### src/rtl/mem_data_requester.sv
// Data-port requester: one load/store at a time between MEM stage and memory.
// Optional MEM_REQ_PERF_COUNT_EN adds 16-bit load/store/fault response counters.
module mem_data_requester #(
    parameter int WIDTH   = 32,
    parameter int RAMSIZE = 16,
    parameter int NBANKS  = 6,
    parameter int READLAT = 1
) (
    input  logic             clk,
    input  logic             rst,
    input  logic             req_valid,
    output logic             req_ready,
    input  logic             req_we,
    input  logic [WIDTH-1:0] req_addr,
    input  logic [WIDTH-1:0] req_wdata,
    output logic             resp_valid,
    output logic [WIDTH-1:0] resp_rdata,
    output logic             resp_fault,
    output logic             stall,
    output logic             mem_we,
    output logic [WIDTH-1:0] mem_a,
    output logic [WIDTH-1:0] mem_wd,
    input  logic [WIDTH-1:0] mem_rd
`ifdef MEM_REQ_PERF_COUNT_EN
    ,
    output logic [15:0]      perf_loads,
    output logic [15:0]      perf_stores,
    output logic [15:0]      perf_faults
`endif
);

    localparam logic [WIDTH-1:0] LIMIT = WIDTH'(RAMSIZE * NBANKS);
    localparam logic [3:0]       LAST  = 4'(READLAT - 1);

    localparam logic [2:0] S_IDLE  = 3'd0;
    localparam logic [2:0] S_WRITE = 3'd1;
    localparam logic [2:0] S_READ  = 3'd2;
    localparam logic [2:0] S_FAULT = 3'd3;
    localparam logic [2:0] S_RESP  = 3'd4;

    logic [2:0] state;
    logic [3:0] cnt;
    logic       accept;
    logic       oor;

    assign req_ready = (state == S_IDLE) & ~rst;
    assign stall     = req_valid & ~req_ready;
    assign accept    = req_valid & req_ready;
    assign oor       = req_addr >= LIMIT;

    always_ff @(posedge clk) begin
        if (rst) begin
            state      <= S_IDLE;
            cnt        <= '0;
            resp_valid <= 1'b0;
            resp_rdata <= '0;
            resp_fault <= 1'b0;
            mem_we     <= 1'b0;
            mem_a      <= '0;
            mem_wd     <= '0;
        end else begin
            resp_valid <= 1'b0;
            mem_we     <= 1'b0;
            case (state)
                S_IDLE: begin
                    if (accept) begin
                        mem_a  <= req_addr;
                        mem_wd <= req_wdata;
                        cnt    <= '0;
                        if (oor) begin
                            state <= S_FAULT;
                        end else if (req_we) begin
                            state  <= S_WRITE;
                            mem_we <= 1'b1;
                        end else begin
                            state <= S_READ;
                        end
                    end
                end
                S_WRITE: begin
                    state      <= S_RESP;
                    resp_valid <= 1'b1;
                    resp_fault <= 1'b0;
                end
                S_READ: begin
                    if (cnt == LAST) begin
                        state      <= S_RESP;
                        resp_valid <= 1'b1;
                        resp_fault <= 1'b0;
                        resp_rdata <= mem_rd;
                        cnt        <= '0;
                    end else begin
                        cnt <= cnt + 4'd1;
                    end
                end
                S_FAULT: begin
                    state      <= S_RESP;
                    resp_valid <= 1'b1;
                    resp_fault <= 1'b1;
                    resp_rdata <= '0;
                end
                S_RESP:  state <= S_IDLE;
                default: state <= S_IDLE;
            endcase
        end
    end

`ifdef MEM_REQ_PERF_COUNT_EN
    // Request type is kept so the RESP cycle knows which counter to bump.
    logic we_q;
    logic fault_q;

    always_ff @(posedge clk) begin
        if (rst) begin
            we_q        <= 1'b0;
            fault_q     <= 1'b0;
            perf_loads  <= '0;
            perf_stores <= '0;
            perf_faults <= '0;
        end else begin
            if (accept) begin
                we_q    <= req_we;
                fault_q <= oor;
            end
            if (state == S_RESP) begin
                if (fault_q)   perf_faults <= perf_faults + 16'd1;
                else if (we_q) perf_stores <= perf_stores + 16'd1;
                else           perf_loads  <= perf_loads + 16'd1;
            end
        end
    end
`endif

endmodule

### config.mk
export PLATFORM = sky130hd
export DESIGN_NAME = mem_data_requester
export DESIGN_NICKNAME = d
export VERILOG_FILES = /design/src/rtl/mem_data_requester.sv
export SDC_FILE = /design/constraint.sdc
export NUM_CORES = 1
export LEC_CHECK = 0
export ABC_AREA = 0
export BUFFER_PORTS_ARGS = -buffer_cell sky130_fd_sc_hd__buf_2
export CORE_MARGIN = 2
export CORE_UTILIZATION = 40
export DETAILED_ROUTE_END_ITERATION = 10
export PLACE_DENSITY = 0.8
export SYNTH_ARGS = -nofsm -noshare
export SYNTH_HDL_FRONTEND = slang
export SYNTH_SLANG_ARGS = --single-unit
### constraint.sdc
create_clock -name clk -period 1.7 [get_ports clk]
set_clock_uncertainty 0.15 [all_clocks]
set_input_delay 0.34 -clock clk [delete_from_list [all_inputs] [get_ports clk]]
set_output_delay 0.34 -clock clk [all_outputs]
set_load 0.03 [all_outputs]
[Word-level counts from Yosys, hierarchy flattened]
Index checks and enable logic that the tools add are counted.
Storage, ports and cells
  bits in registers: 106
  input bits: 100
  output and inout bits: 101
  logic and storage cells: 49
Cells by class
  add/subtract/negate cells: 1
  magnitude comparators: 1
  equal/unequal tests: 5
  mux-type cells: 15
  bitwise gates (word level): 7
  reductions and logical operators: 12
Operator list (number)
  one-hot mux 32 bit (2 select lines): 1
  >= comparator 32 x 7 -> 1 bit (second input constant): 1
  2-to-1 mux 32 bit: 1
  AND reduction 2 bit: 5
  one-hot mux 3 bit (3 select lines): 1
  2-to-1 mux 4 bit: 2
  one-hot mux 4 bit (2 select lines): 1
  equality test 3 x 2 -> 1 bit (second input constant): 2
  2-to-1 mux 3 bit: 2
  adder 4 x 1 -> 4 bit (second input constant): 1
  zero test 4 bit: 1
  2-to-1 mux 2 bit: 2
  != test 2 bit (second input constant): 2
  NOT 1 bit: 4
  nonzero test 2 bit: 2
  OR reduction 4 bit: 1
  bitwise AND 1 bit: 3
  equality test 3 x 1 -> 1 bit (second input constant): 1
  zero test 3 bit: 1
  2-to-1 mux 1 bit: 3
  one-hot mux 1 bit (3 select lines): 1
  nonzero test 3 bit: 1
  one-hot mux 1 bit (2 select lines): 1
  OR reduction 2 bit: 1

[Logic depth before layout (Yosys ltp)]
Gate-level depths: netlist of the first run.
  depth in word-level cells: 5
  depth in mapped cells: 8
  depth with buffers taken out: 6

[Worst setup path after synthesis of the first run]
Ideal clock, no wire load.
  path type: register to register
  start point: register state[2]
  end point: register mem_a[10]
  library setup time: 0.132 ns
  data arrival time: 1.612 ns
  required time: 1.418 ns
  path slack: -0.194 ns
  cell stages (with the launch flop): 7
  path buffers: 2
  clock period less this slack: 1.894 ns
  cell sequence: dfxtp_1 > nor4_4 > nand2_1 > buf_2 > buf_2 > nand2_1 > a21oi_1
Between the ends
  longest elaborated chain between the ends: 4
Ends and longest elaborated chain
  start: declaration: RTL line 41  | logic [2:0] state;
  start signal: assignment: RTL line 53  | state <= S_IDLE;
  start signal: assignment: RTL line 71  | state <= S_FAULT;
  start signal: assignment: RTL line 73  | state <= S_WRITE;
  zero test 3 bit: RTL line 46  | assign req_ready = (state == S_IDLE) & ~rst;
  bitwise AND 1 bit: RTL line 46
  named net req_ready: RTL line 12  | output logic req_ready,
  bitwise AND 1 bit: RTL line 48  | assign accept = req_valid & req_ready;
  AND reduction 2 bit (no line)
  end signal: assignment: RTL line 67  | mem_a <= req_addr;
  end: declaration: RTL line 21  | output logic [WIDTH-1:0] mem_a,
The timed path passes the listed nets, and every way through them passes these cells.
A chain may end at the register's enable or synchronous reset.

[Final worst setup path of the first run]
  start point: register state[1]
  end point: output stall
Between the ends
  longest elaborated chain between the ends: 4
Ends and longest elaborated chain
  zero test 3 bit: RTL line 46
  bitwise AND 1 bit: RTL line 46
  NOT 1 bit: RTL line 47  | assign stall = req_valid & ~req_ready;
  bitwise AND 1 bit: RTL line 47
  end: declaration: RTL line 19  | output logic stall,
Every way passes these cells.

==> results by group, run 1 <==
Status
  – Status: finished, violations left
  – Violated checks: setup timing

Routing
  – Routed wire per std cell: around 14 um
  – DRT Pass-1 Iters: 6
  – Total number of vias: 3804
  – Post-route DRC: 0
  – Final ANT Viol Nets: 0
  – Initial DRC Count: between 100 and 150
  – Final WL: 10900 um
  – Vias per inst: around 4.9

STA
  – Final setup fails: 61
  – Setup TNS: -1.39 ns
  – Final setup margin: -0.173 ns
  – Period utilisation layout: 110%
  – Peak Freq: between 500 and 600 MHz
  – Worst Tran Pin Value: between 0.4 and 0.5 ns
  – Unrepaired setup endpoints after global routing: true
  – Max Slew Vio Count: 0
  – Slew margin rel.: slightly below 70%
  – Final min period: approximately 1.9 ns
  – Final Hold Viols: 0

Logic synthesis
  – Number of synthesized flops with an enable pin: 0
  – Asr flop ratio synth: 0%
  – Yosys cell types: 28
  – Synth Cell Area: 0.00379 mm^2
  – Synth Net Count: 550
  – Mapped Cells: 448
  – Synthesis Warnings: 0
  – Prevailing post-synth register cell: dfxtp_1
  – #FFs+latches synth: 106
  – Sequential area share after synthesis: a little under three fifths
  – Mean post-synth cell area: 8.47 um^2

Clock network
  – Num CTS Buffers: 9
  – CTS tree: built
  – # H-tree levels: 3
  – # hold bufs at CTS: 0
  – Root buf cell: clkbuf_8
  – Worst-path clk slew: ~0.090 ns
  – Clock Sink Count: 106
  – Clk Latency, worst-skew pair: approximately 0.35 ns
  – Worst-case clock buffer depth: 2

Floorplan
  – Core area: a little over 0.009 mm^2
  – Row count: 35
  – Die Wd: about 100 um
  – Die H: slightly above 100 um
  – Io pins: between 200 and 250
  – DIE AREA: around 0.01 mm^2
  – Starting Density: about two fifths

Place
  – Global placer's final weighted congestion: between 0.7 and 0.8
  – Pre-CTS WS: -0.0612 ns
  – Buffers added on ports: 200
  – Final HPWL DP: slightly above 7000 um

Cells and area
  – Layout cell share with drive strength beyond 1: 43.5%
  – Area Growth Syn to Fin: 45.7%
  – Final core area utilization: between 50% and 60%
  – Ant. Diodes: 0
  – Number of nets in the layout: between 700 and 800

Global route
  – GRT overflow: 0
  – Gr usage total: between 10% and 20%
  – First-pass GRT wire length: between 15000 and 20000 um
  – Largest net degree at the start of global routing: between 100 and 150
  – Vias in the first global route: approximately 3.5k
  – Initial antenna violation count: 0

Critical path
  – Critical Path Sink Type: output pin
  – CP Class: flip-flop to output pin
  – Arrival @ worst endpoint: 1.38 ns
  – Worst Path Max Fanout: 5
  – R2R cell count: 8
  – Startpoint types: flip-flop
  – Worst Path Required: ~1.2 ns

Power
  – Worst VDD drop: 0.523 mV
  – LEAKAGE: 2.49 nW
  – Design Power: 5.08 mW
  – Power Density: 918 mW/mm^2

Flow run
  – Max-cap check violation count: 0

Min path
  – Worst min-delay path category: primary input to flip-flop
  – Hold Path Cell Cnt: 2
-- stage by stage --
stage               hold WS (ns)  instances  area, um^2
floorplan                  0.290        448        3850
global placement           0.285        757        4960
detailed placement         0.292        757        4960
CTS                       0.0185        776        5230
global route              0.0222        782        5530
finish                    0.0373        782        5530
-- cells in the final DEF, fill, tap and decap left out, types with 3 or more instances in the layout --
cell | Yosys | final
buf_2 | 9 | 198
nand2_1 | 130 | 129
dfxtp_1 | 106 | 101
a21oi_1 | 71 | 71
nor2_1 | 40 | 40
a22oi_2 | 0 | 31
buf_4 | 0 | 12
clkbuf_8 | 0 | 9
buf_12 | 0 | 7
nor4_1 | 5 | 5
nor3_1 | 4 | 4
dfxtp_2 | 0 | 4
inv_1 | 4 | 3
inv_6 | 0 | 3
clkbuf_16 | 0 | 3
-- path summary, 6_finish.rpt --
| kind | start | to | slack (ns) |
|---|---|---|---|
| worst max register to register | state[1]$_SDFFE_PP0P_ | mem_wd[25]$_SDFFE_PP0P_ | -0.05 |
| worst max-delay path | state[1]$_SDFFE_PP0P_ | stall | -0.17 |
| worst min register to register | mem_a[7]$_SDFFE_PP0P_ | mem_a[7]$_SDFFE_PP0P_ | 0.30 |
| worst min-delay path | req_we | state[1]$_SDFFE_PP0P_ | 0.04 |
-- repair_timing --
| item | CTS | global route |
|---|---|---|
| gates cloned | 1 | 4 |
| setup endpoints to repair | 34 | 87 |
| pin swaps | 2 | 46 |
| setup buffers | 2 | 2 |
| resized for setup | 8 | 42 |
-- layout make-up --
class,instances,area (um^2)
clock buffers,9,124
repair buffers,222,1340
well taps,129,161
inverters,4,15.0
multi-input cells,305,1690
fillers,841,3710
clock inverters,7,75.1
flip-flops and latches,106,2130
-- power by group --
| group | switching (mW) | internal (mW) | leakage, nW |
|---|---|---|---|
| sequential | 0.0590 | 2.59 | 0.864 |
| combinational | 0.539 | 0.335 | 1.52 |
| clock | 0.861 | 0.696 | 0.104 |
| total | 1.46 | 3.62 | 2.49 |
-- synthesized netlist by cell type, types with 2 or more instances --
cell type,n,area (um^2)
nor4_1,5,31.3
o21ai_0,3,15.0
nand3b_1,2,15.0
nor3_1,4,20.0
clkbuf_1,18,67.6
nor2b_1,2,12.5
a21oi_1,71,355
nor2_1,40,150
buf_2,9,45.0
nand2_1,130,488
buf_6,6,67.6
a22oi_1,33,248
inv_1,4,15.0
dfxtp_1,106,2120
ha_1,2,25.0
-- state kept, by name, summed over array words and instances, names as in the netlist --
signal,cells
mem_a,32
mem_wd,32
resp_rdata,32
cnt,4
state,3
mem_we,1
resp_fault,1
resp_valid,1
-- worst max-delay path: stages (launching register included) --
cell and delay (ns):
dfxtp_2 0.36, nor4_4 0.30, buf_4 0.17, nor2b_1 0.04
buf_4 0.16
-- kinds of logic after synthesis --
group | share of synthesized area, %
and+or+nand+nor | 21.4
DFF | 55.9
adders and majority gates | 0.660
AOI/OAI and AO/OA | 16.9
buffers and inverters | 5.14
-- metal layers --
layer / track usage, % / wire [um]
met1: 23.3 / 4570
met4: 6.34 / 158
met2: 34.0 / 5440
met3: 4.62 / 685
met5: 0 / 0
No activity file was read; power rests on OpenSTA's default activity.
==> run 2, diff against run 1 <==
- ABC_AREA: 0 -> 1
- CORE_UTILIZATION: 40 -> 41
- PLACE_DENSITY: 0.8 -> 0.81
==> results by group, run 2 <==
STA
  – Final min period: 1.64 ns (was 1.87 ns)
  – Unrepaired setup endpoints after global routing: true (unchanged)
  – Worst Hold Slack: 0.0693 ns (was 0.0373 ns)
  – Slew margin rel.: 66.8% (was 67.4%)
  – Max Slew Vio Count: 0 (unchanged)
  – Peak Freq: 608 MHz (was 534 MHz)
  – Worst Tran Pin Value: 0.498 ns (was 0.490 ns)
  – Final setup fails: 0 (was 61)
  – Setup TNS: 0 ns (was -1.39 ns)
  – Period utilisation layout: 96.7% (was 110%)
  – Final setup margin: 0.0564 ns (was -0.173 ns)
  – Final Hold Viols: 0 (unchanged)

Logic synthesis
  – Synth Net Count: 621 (was 550)
  – Mapped Cells: 519 (was 448)
  – Yosys top cell by area: dfxtp_1 (unchanged)
  – Yosys cell types: 22 (was 28)
  – Asr flop ratio synth: 0% (unchanged)
  – Prevailing post-synth register cell: dfxtp_1 (unchanged)
  – Synthesis Warnings: 0 (unchanged)
  – Top cell type's share of synthesized area: 54.1% (was 55.9%)
  – Synth cell count leaders: 213 x nand2_1, 106 x dfxtp_1, 104 x a21oi_1, 26 x inv_1, 16 x nor2_1 (was 130 x nand2_1, 106 x dfxtp_1, 71 x a21oi_1, 40 x nor2_1, 33 x a22oi_1)
  – Synth Cell Area: 0.00392 mm^2 (was 0.00379 mm^2)
  – Sequential area share after synthesis: 54.1% (was 55.9%)
  – Largest cells by area after synthesis: dfxtp_1 54%, nand2_1 20%, a21oi_1 13% (was dfxtp_1 56%, nand2_1 13%, a21oi_1 9.4%)
  – Most common cell in the synthesized netlist: nand2_1 (unchanged)
  – Mean post-synth cell area: 7.56 um^2 (was 8.47 um^2)
  – #FFs+latches synth: 106 (unchanged)
  – Number of synthesized flops with an enable pin: 0 (unchanged)

Floorplan
  – DIE AREA: 0.0104 mm^2 (was 0.0103 mm^2)
  – Die H: 102 um (was 101 um)
  – Row count: 35 (unchanged)
  – Die Wd: 102 um (was 101 um)
  – Starting Density: 42.4% (was 41.1%)
  – Io pins: 201 (unchanged)
  – Core area: 0.00924 mm^2 (unchanged)

Critical path
  – Reg2reg setup slack: 0.06 ns (was -0.05 ns)
  – Worst Path Required: 1.77 ns (was 1.21 ns)
  – Worst Path Max Fanout: 16 (was 5)
  – Critical Path Sink Type: flip-flop (was output pin)
  – Worst path cell trace: inv_2, ha_2, nand2_2, nor3_4, buf_4, nor2_4, buf_12, nand2_1, a21oi_1 (was nor4_4, buf_4, nor2b_1, buf_4)
  – Critical Path Slowest Stage Cell: dfxtp_1 (was dfxtp_2)
  – Arrival @ worst endpoint: 1.72 ns (was 1.38 ns)
  – Startpoint types: flip-flop (unchanged)
  – CP Class: flip-flop to flip-flop (was flip-flop to output pin)
  – Slowest stage delay, CP: 0.33 ns (was 0.36 ns)

Clock network
  – # H-tree levels: 3 (unchanged)
  – Clock Sink Count: 106 (unchanged)
  – Num CTS Buffers: 9 (unchanged)
  – Root buf cell: clkbuf_8 (unchanged)
  – CTS tree: built (unchanged)
  – Worst-case clock buffer depth: 2 (unchanged)
  – Clk Latency, worst-skew pair: 0.35 ns (about the same)
  – Worst-path clk slew: 0.10 ns (was 0.09 ns)

Cells and area
  – Biggest regs: mem_a x32, mem_wd x32, resp_rdata x32 (unchanged)
  – Layout cell share with drive strength beyond 1: 36.2% (was 43.5%)
  – Most common cell after layout, fill and taps aside: nand2_1 (was buf_2)
  – Number of nets in the layout: 829 (was 750)
  – Fin cells: 861 (was 782)
  – Final core area utilization: 59.9% (was 59.8%)
  – Area Growth Syn to Fin: 41.3% (was 45.7%)
  – Final instance area: 0.00554 mm^2 (was 0.00553 mm^2)
  – Ant. Diodes: 0 (unchanged)
  – Most frequent cells in the layout: 211 x nand2_1, 197 x buf_2, 104 x a21oi_1, 102 x dfxtp_1, 24 x inv_1 (was 198 x buf_2, 129 x nand2_1, 101 x dfxtp_1, 71 x a21oi_1, 40 x nor2_1)

Routing
  – Vias per inst: 4.69 (was 4.86)
  – DRT Pass-1 Iters: 4 (was 6)
  – Post-route DRC: 0 (unchanged)
  – Final WL: 11200 um (was 10900 um)
  – Total number of vias: 4037 (was 3804)
  – Routed wire per std cell: 13.1 um (was 13.9 um)
  – Final ANT Viol Nets: 0 (unchanged)
  – Initial DRC Count: 152 (was 114)

Global route
  – Grt peak-use layer: met2 (unchanged)
  – Initial antenna violation count: 0 (unchanged)
  – Largest net degree at the start of global routing: 105 (unchanged)
  – GRT overflow: 0 (unchanged)
  – Met3 Usage GRT: 4.00% (was 4.62%)
  – Vias in the first global route: 3665 (was 3476)
  – First-pass GRT wire length: 15900 um (was 16100 um)
  – Gr usage total: 19.1% (was 19.4%)
  – Met1 Resource Use GR: 20.9% (was 23.3%)
  – Met2 GRT Util: 35.8% (was 34.0%)

Place
  – Buffers added on ports: 200 (unchanged)
  – Pre-CTS WS: -0.515 ns (was -0.0612 ns)
  – Final HPWL DP: 7360 um (was 7190 um)
  – Area post-placement: 0.00508 mm^2 (was 0.00496 mm^2)
  – Cells after DPL: 832 (was 757)
  – Global placer's final weighted congestion: 0.743 (was 0.785)

Min path
  – Worst min-delay path category: primary input to flip-flop (unchanged)

Power
  – Comb power frac: 17.5% (was 17.2%)
  – Clock power frac: 29.0% (was 30.7%)
  – Worst VDD drop: 0.441 mV (was 0.523 mV)
  – Sw Ratio: 29.2% (was 28.7%)
  – LEAKAGE: 2.60 nW (was 2.49 nW)
  – Power Density: 890 mW/mm^2 (was 918 mW/mm^2)
  – Flop pwr share: 53.6% (was 52.1%)
  – Design Power: 4.93 mW (was 5.08 mW)
  – Pint: 3.49 mW (was 3.62 mW)
  – Sw Pwr: 1.44 mW (was 1.46 mW)

Flow run
  – Max-cap check violation count: 0 (unchanged)

Status
  – Status: completed (was finished, violations left)
## run 2: cell types whose count changed after synthesis, sizes merged, moves of 3 or more
cell and change:
nor4 -7, a22oi -33, inv +25, nor2 -23
nand2 +84, nand3 +4, buf +4, o21ai -3
a21oi +33, clkbuf -5
## run 2: cell families after synthesis
logic type | synth area share (%)
fa+ha+maj | 0.638
flops | 54.1
buf+inv | 6.99
simple gates | 24.3
compound gates | 13.9
## run 2: routing by layer
metal | part of all wire, % | vias up | routed length [um]
met2 | 53 | 125 | 5960
li1 | - | 2046 | -
met3 | 5.8 | 19 | 653
met1 | 39 | 1847 | 4400
met5 | 0 | - | 0
met4 | 2.0 | 0 | 223
## run 2: repair_timing
action	4_1_cts	5_1_grt
pin swaps	6	4
cloned	1	4
gates resized for setup	7	29
setup endpoints to repair	36	69
hold endpoints to repair	0	0
setup buffers	1	8
hold buffers	0	0
## run 2: area by class of cell
cell class                      count  area (um^2)
Inverter                           29          116
Clock inverter                      5         37.5
Fill cell                         845         3700
Multi-Input combinational cell    353         1580
Timing Repair Buffer              228         1370
Sequential cell                   106         2130
Tap cell                          129          161
Clock buffer                       11          141
## run 2: worst paths after layout
kind	startpoint	cells past startpoint	to
worst max-delay path	cnt[1]$_SDFFE_PP0P_	9	resp_rdata[13]$_SDFFE_PP0P_
worst min-delay path	req_wdata[2]	3	mem_wd[2]$_SDFFE_PP0P_
worst max register to register	cnt[1]$_SDFFE_PP0P_	9	resp_rdata[13]$_SDFFE_PP0P_
worst min register to register	resp_rdata[24]$_SDFFE_PP0P_	2	resp_rdata[24]$_SDFFE_PP0P_
## run 2: worst max-delay path: cells and delay by family, from the launching register on
| kind | cells | cell delay (ns) |
|---|---|---|
| AO/OA/AOI/OAI | 1 | 0.07 |
| adder cells (fa/ha/maj) | 1 | 0.16 |
| buffers and inverters | 3 | 0.38 |
| flip-flops | 1 | 0.33 |
| AND/OR/NAND/NOR | 4 | 0.42 |
## run 2: power by group through the flow
stage	Sequential [mW]	Combinational (mW)	Clock, mW
2_1_floorplan	2.89	0.282	0
3_3_place_gp	2.69	0.761	0
3_5_place_dp	2.70	0.778	0
4_1_cts	2.64	0.790	1.50
5_1_grt	2.65	0.934	1.57
6_report	2.64	0.862	1.43
==> run 3, diff against run 2 <==
- CORE_MARGIN: 2 -> 8
==> results by group, run 3 (synthesized netlist as in run 2, its figures left out) <==
Status
  – Status: finished, violations left (was completed)
  – Violated checks: setup timing

Floorplan
  – Die H: 114 um (was 102 um)
  – Core area: 0.00924 mm^2 (unchanged)
  – Starting Density: 42.4% (unchanged)
  – DIE AREA: 0.0129 mm^2 (was 0.0104 mm^2)
  – Die Wd: 114 um (was 102 um)
  – Io pins: 201 (unchanged)
  – Row count: 35 (unchanged)

STA
  – Final Hold Viols: 0 (unchanged)
  – Setup TNS: -0.0288 ns (was 0 ns)
  – Max Slew Vio Count: 0 (unchanged)
  – Worst Hold Slack: 0.0700 ns (was 0.0693 ns)
  – Slew margin rel.: 67.1% (was 66.8%)
  – Final min period: 1.72 ns (was 1.64 ns)
  – Unrepaired setup endpoints after global routing: true (unchanged)
  – Worst Tran Pin Value: 0.493 ns (was 0.498 ns)
  – Final setup fails: 2 (was 0)
  – Peak Freq: 583 MHz (was 608 MHz)
  – Final setup margin: -0.0157 ns (was 0.0564 ns)
  – Period utilisation layout: 101% (was 96.7%)

Place
  – Buffers added on ports: 200 (unchanged)
  – Final HPWL DP: 8870 um (was 7360 um)
  – Global placer's final weighted congestion: 0.766 (was 0.743)
  – Cells after DPL: 833 (was 832)

Min path
  – Worst min-delay path category: primary input to flip-flop (unchanged)
  – Worst Hold End: resp_rdata[31]$_SDFFE_PP0P_ (was mem_wd[2]$_SDFFE_PP0P_)
  – Hold path start: mem_rd[31] (was req_wdata[2])
  – Hold Path Cell Cnt: 3 (unchanged)

Clock network
  – CTS tree: built (unchanged)
  – Clock Sink Count: 106 (unchanged)
  – Worst-path clk slew: 0.10 ns (about the same)
  – Worst-case clock buffer depth: 2 (unchanged)
  – # H-tree levels: 3 (unchanged)
  – Clk Latency, worst-skew pair: 0.35 ns (about the same)
  – Num CTS Buffers: 9 (unchanged)
  – Root buf cell: clkbuf_8 (unchanged)
  – # hold bufs at CTS: 0 (unchanged)

Critical path
  – Reg-to-Reg Start: cnt[0]$_SDFFE_PP0P_ (was cnt[1]$_SDFFE_PP0P_)
  – CP top delay family: flip-flops (was simple AND/OR/NAND/NOR gates)
  – Critical Path Slowest Stage Cell: dfxtp_4 (was dfxtp_1)
  – Worst path cell trace: buf_6, nor2_2, nand2_1, inv_2, nor2_2, buf_6 (was inv_2, ha_2, nand2_2, nor3_4, buf_4, nor2_4, buf_12, nand2_1, a21oi_1)
  – Worst Path Required: 1.21 ns (was 1.77 ns)
  – Critical Path Sink Type: output pin (was flip-flop)
  – RR Endpoint: resp_rdata[7]$_SDFFE_PP0P_ (was resp_rdata[13]$_SDFFE_PP0P_)
  – Startpoint types: flip-flop (unchanged)
  – Slowest stage delay, CP: 0.37 ns (was 0.33 ns)
  – Worst Path Max Fanout: 3 (was 16)
  – Reg2reg setup slack: 0.01 ns (was 0.06 ns)
  – CP Class: flip-flop to output pin (was flip-flop to flip-flop)
  – R2R cell count: 10 (was 9)
  – Arrival @ worst endpoint: 1.23 ns (was 1.72 ns)
  – Buffers and inverters on the worst path: 3 (unchanged)

Global route
  – Gr usage total: 17.7% (was 19.1%)
  – GRT overflow: 0 (unchanged)
  – First-pass GRT wire length: 18700 um (was 15900 um)
  – Vias in the first global route: 3985 (was 3665)
  – Largest net degree at the start of global routing: 105 (unchanged)
  – Initial antenna violation count: 0 (unchanged)

Cells and area
  – Most frequent cells in the layout: 212 x nand2_1, 197 x buf_2, 104 x a21oi_1, 103 x dfxtp_1, 26 x inv_1 (was 211 x nand2_1, 197 x buf_2, 104 x a21oi_1, 102 x dfxtp_1, 24 x inv_1)
  – Fin cells: 857 (was 861)
  – Fill cells: 855 (was 845)
  – Layout cell share with drive strength beyond 1: 35.2% (was 36.2%)
  – Most common cell after layout, fill and taps aside: nand2_1 (unchanged)
  – Ant. Diodes: 0 (unchanged)
  – Number of nets in the layout: 825 (was 829)
  – FF/Latch Area: 0.00213 mm^2 (about the same)
  – Biggest regs: mem_a x32, mem_wd x32, resp_rdata x32 (unchanged)
  – Area Growth Syn to Fin: 39.1% (was 41.3%)
  – Multi-input gate area: 0.00157 mm^2 (was 0.00158 mm^2)

Routing
  – Post-route DRC: 0 (unchanged)
  – Initial DRC Count: 356 (was 152)
  – Total number of vias: 4148 (was 4037)
  – Vias per inst: 4.84 (was 4.69)
  – Final ANT Viol Nets: 0 (unchanged)
  – DRT Pass-1 Iters: 5 (was 4)
  – Final WL: 12700 um (was 11200 um)
  – Routed wire per std cell: 14.9 um (was 13.1 um)

Power
  – Power Density: 922 mW/mm^2 (was 890 mW/mm^2)
  – LEAKAGE: 2.58 nW (was 2.60 nW)
  – Design Power: 5.03 mW (was 4.93 mW)
  – Worst VDD drop: 0.522 mV (was 0.441 mV)

Flow run
  – Max-cap check violation count: 0 (unchanged)
[run 3: how the worst max path moves through the flow]
stage,slack [ns],to,cells after the start,startpoint
floorplan,0.11,mem_a[0]$_SDFFE_PP0P_,10,rst
global placement,-0.38,resp_rdata[11]$_SDFFE_PP0P_,7,cnt[0]$_SDFFE_PP0P_
detailed placement,-0.51,resp_rdata[0]$_SDFFE_PP0P_,7,cnt[0]$_SDFFE_PP0P_
CTS,-0.07,stall,6,state[2]$_SDFFE_PP0P_
global route,-0.19,resp_rdata[10]$_SDFFE_PP0P_,8,cnt[0]$_SDFFE_PP0P_
finish,-0.02,stall,6,state[2]$_SDFFE_PP0P_
[run 3: worst reg2reg max path: cells and delay by family (launching register included)]
family,cells,cell delay (ns)
AOI/OAI and AO/OA,1,0.07
buffers and inverters,4,0.51
DFF,1,0.33
and+or+nand+nor,4,0.35
adders and majority gates,1,0.16
[run 3: cell type report]
type | count | share of cell area, %
flip-flops and latches | 106 | 39.0
well taps | 129 | 2.96
repair buffers | 224 | 23.6
multi-input cells | 353 | 28.7
inverters | 29 | 2.00
clock buffers | 10 | 2.52
clock inverters | 6 | 1.19
[run 3: metal layers]
metal,up-vias,wire length (um),track usage [%]
li1,2037,-,-
met1,1916,4490,17.6
met2,161,6820,32.7
met3,34,997,5.60
met4,0,429,8.43
met5,-,0,0
[run 3: per-stage QoR]
stage          area [um^2]  setup slack, ns  util, %
6_report              5460          -0.0157     59.0
2_1_floorplan         3920            0.112        -
3_5_place_dp          5070           -0.515     54.9
5_1_grt               5460           -0.193     59.0
4_1_cts               5330          -0.0706     57.6
3_3_place_gp          5070           -0.380     54.9
[run 3: repair_timing]
action,4_1_cts,5_1_grt
setup buffers,1,5
gates resized for setup,10,12
setup endpoints to repair,37,66
cloned,1,1
pin swaps,5,5
[run 3: report_power, final]
part	switching, mW	internal (mW)
logic	0.537	0.291
clock network	0.833	0.724
registers	0.0546	2.59
total	1.43	3.60
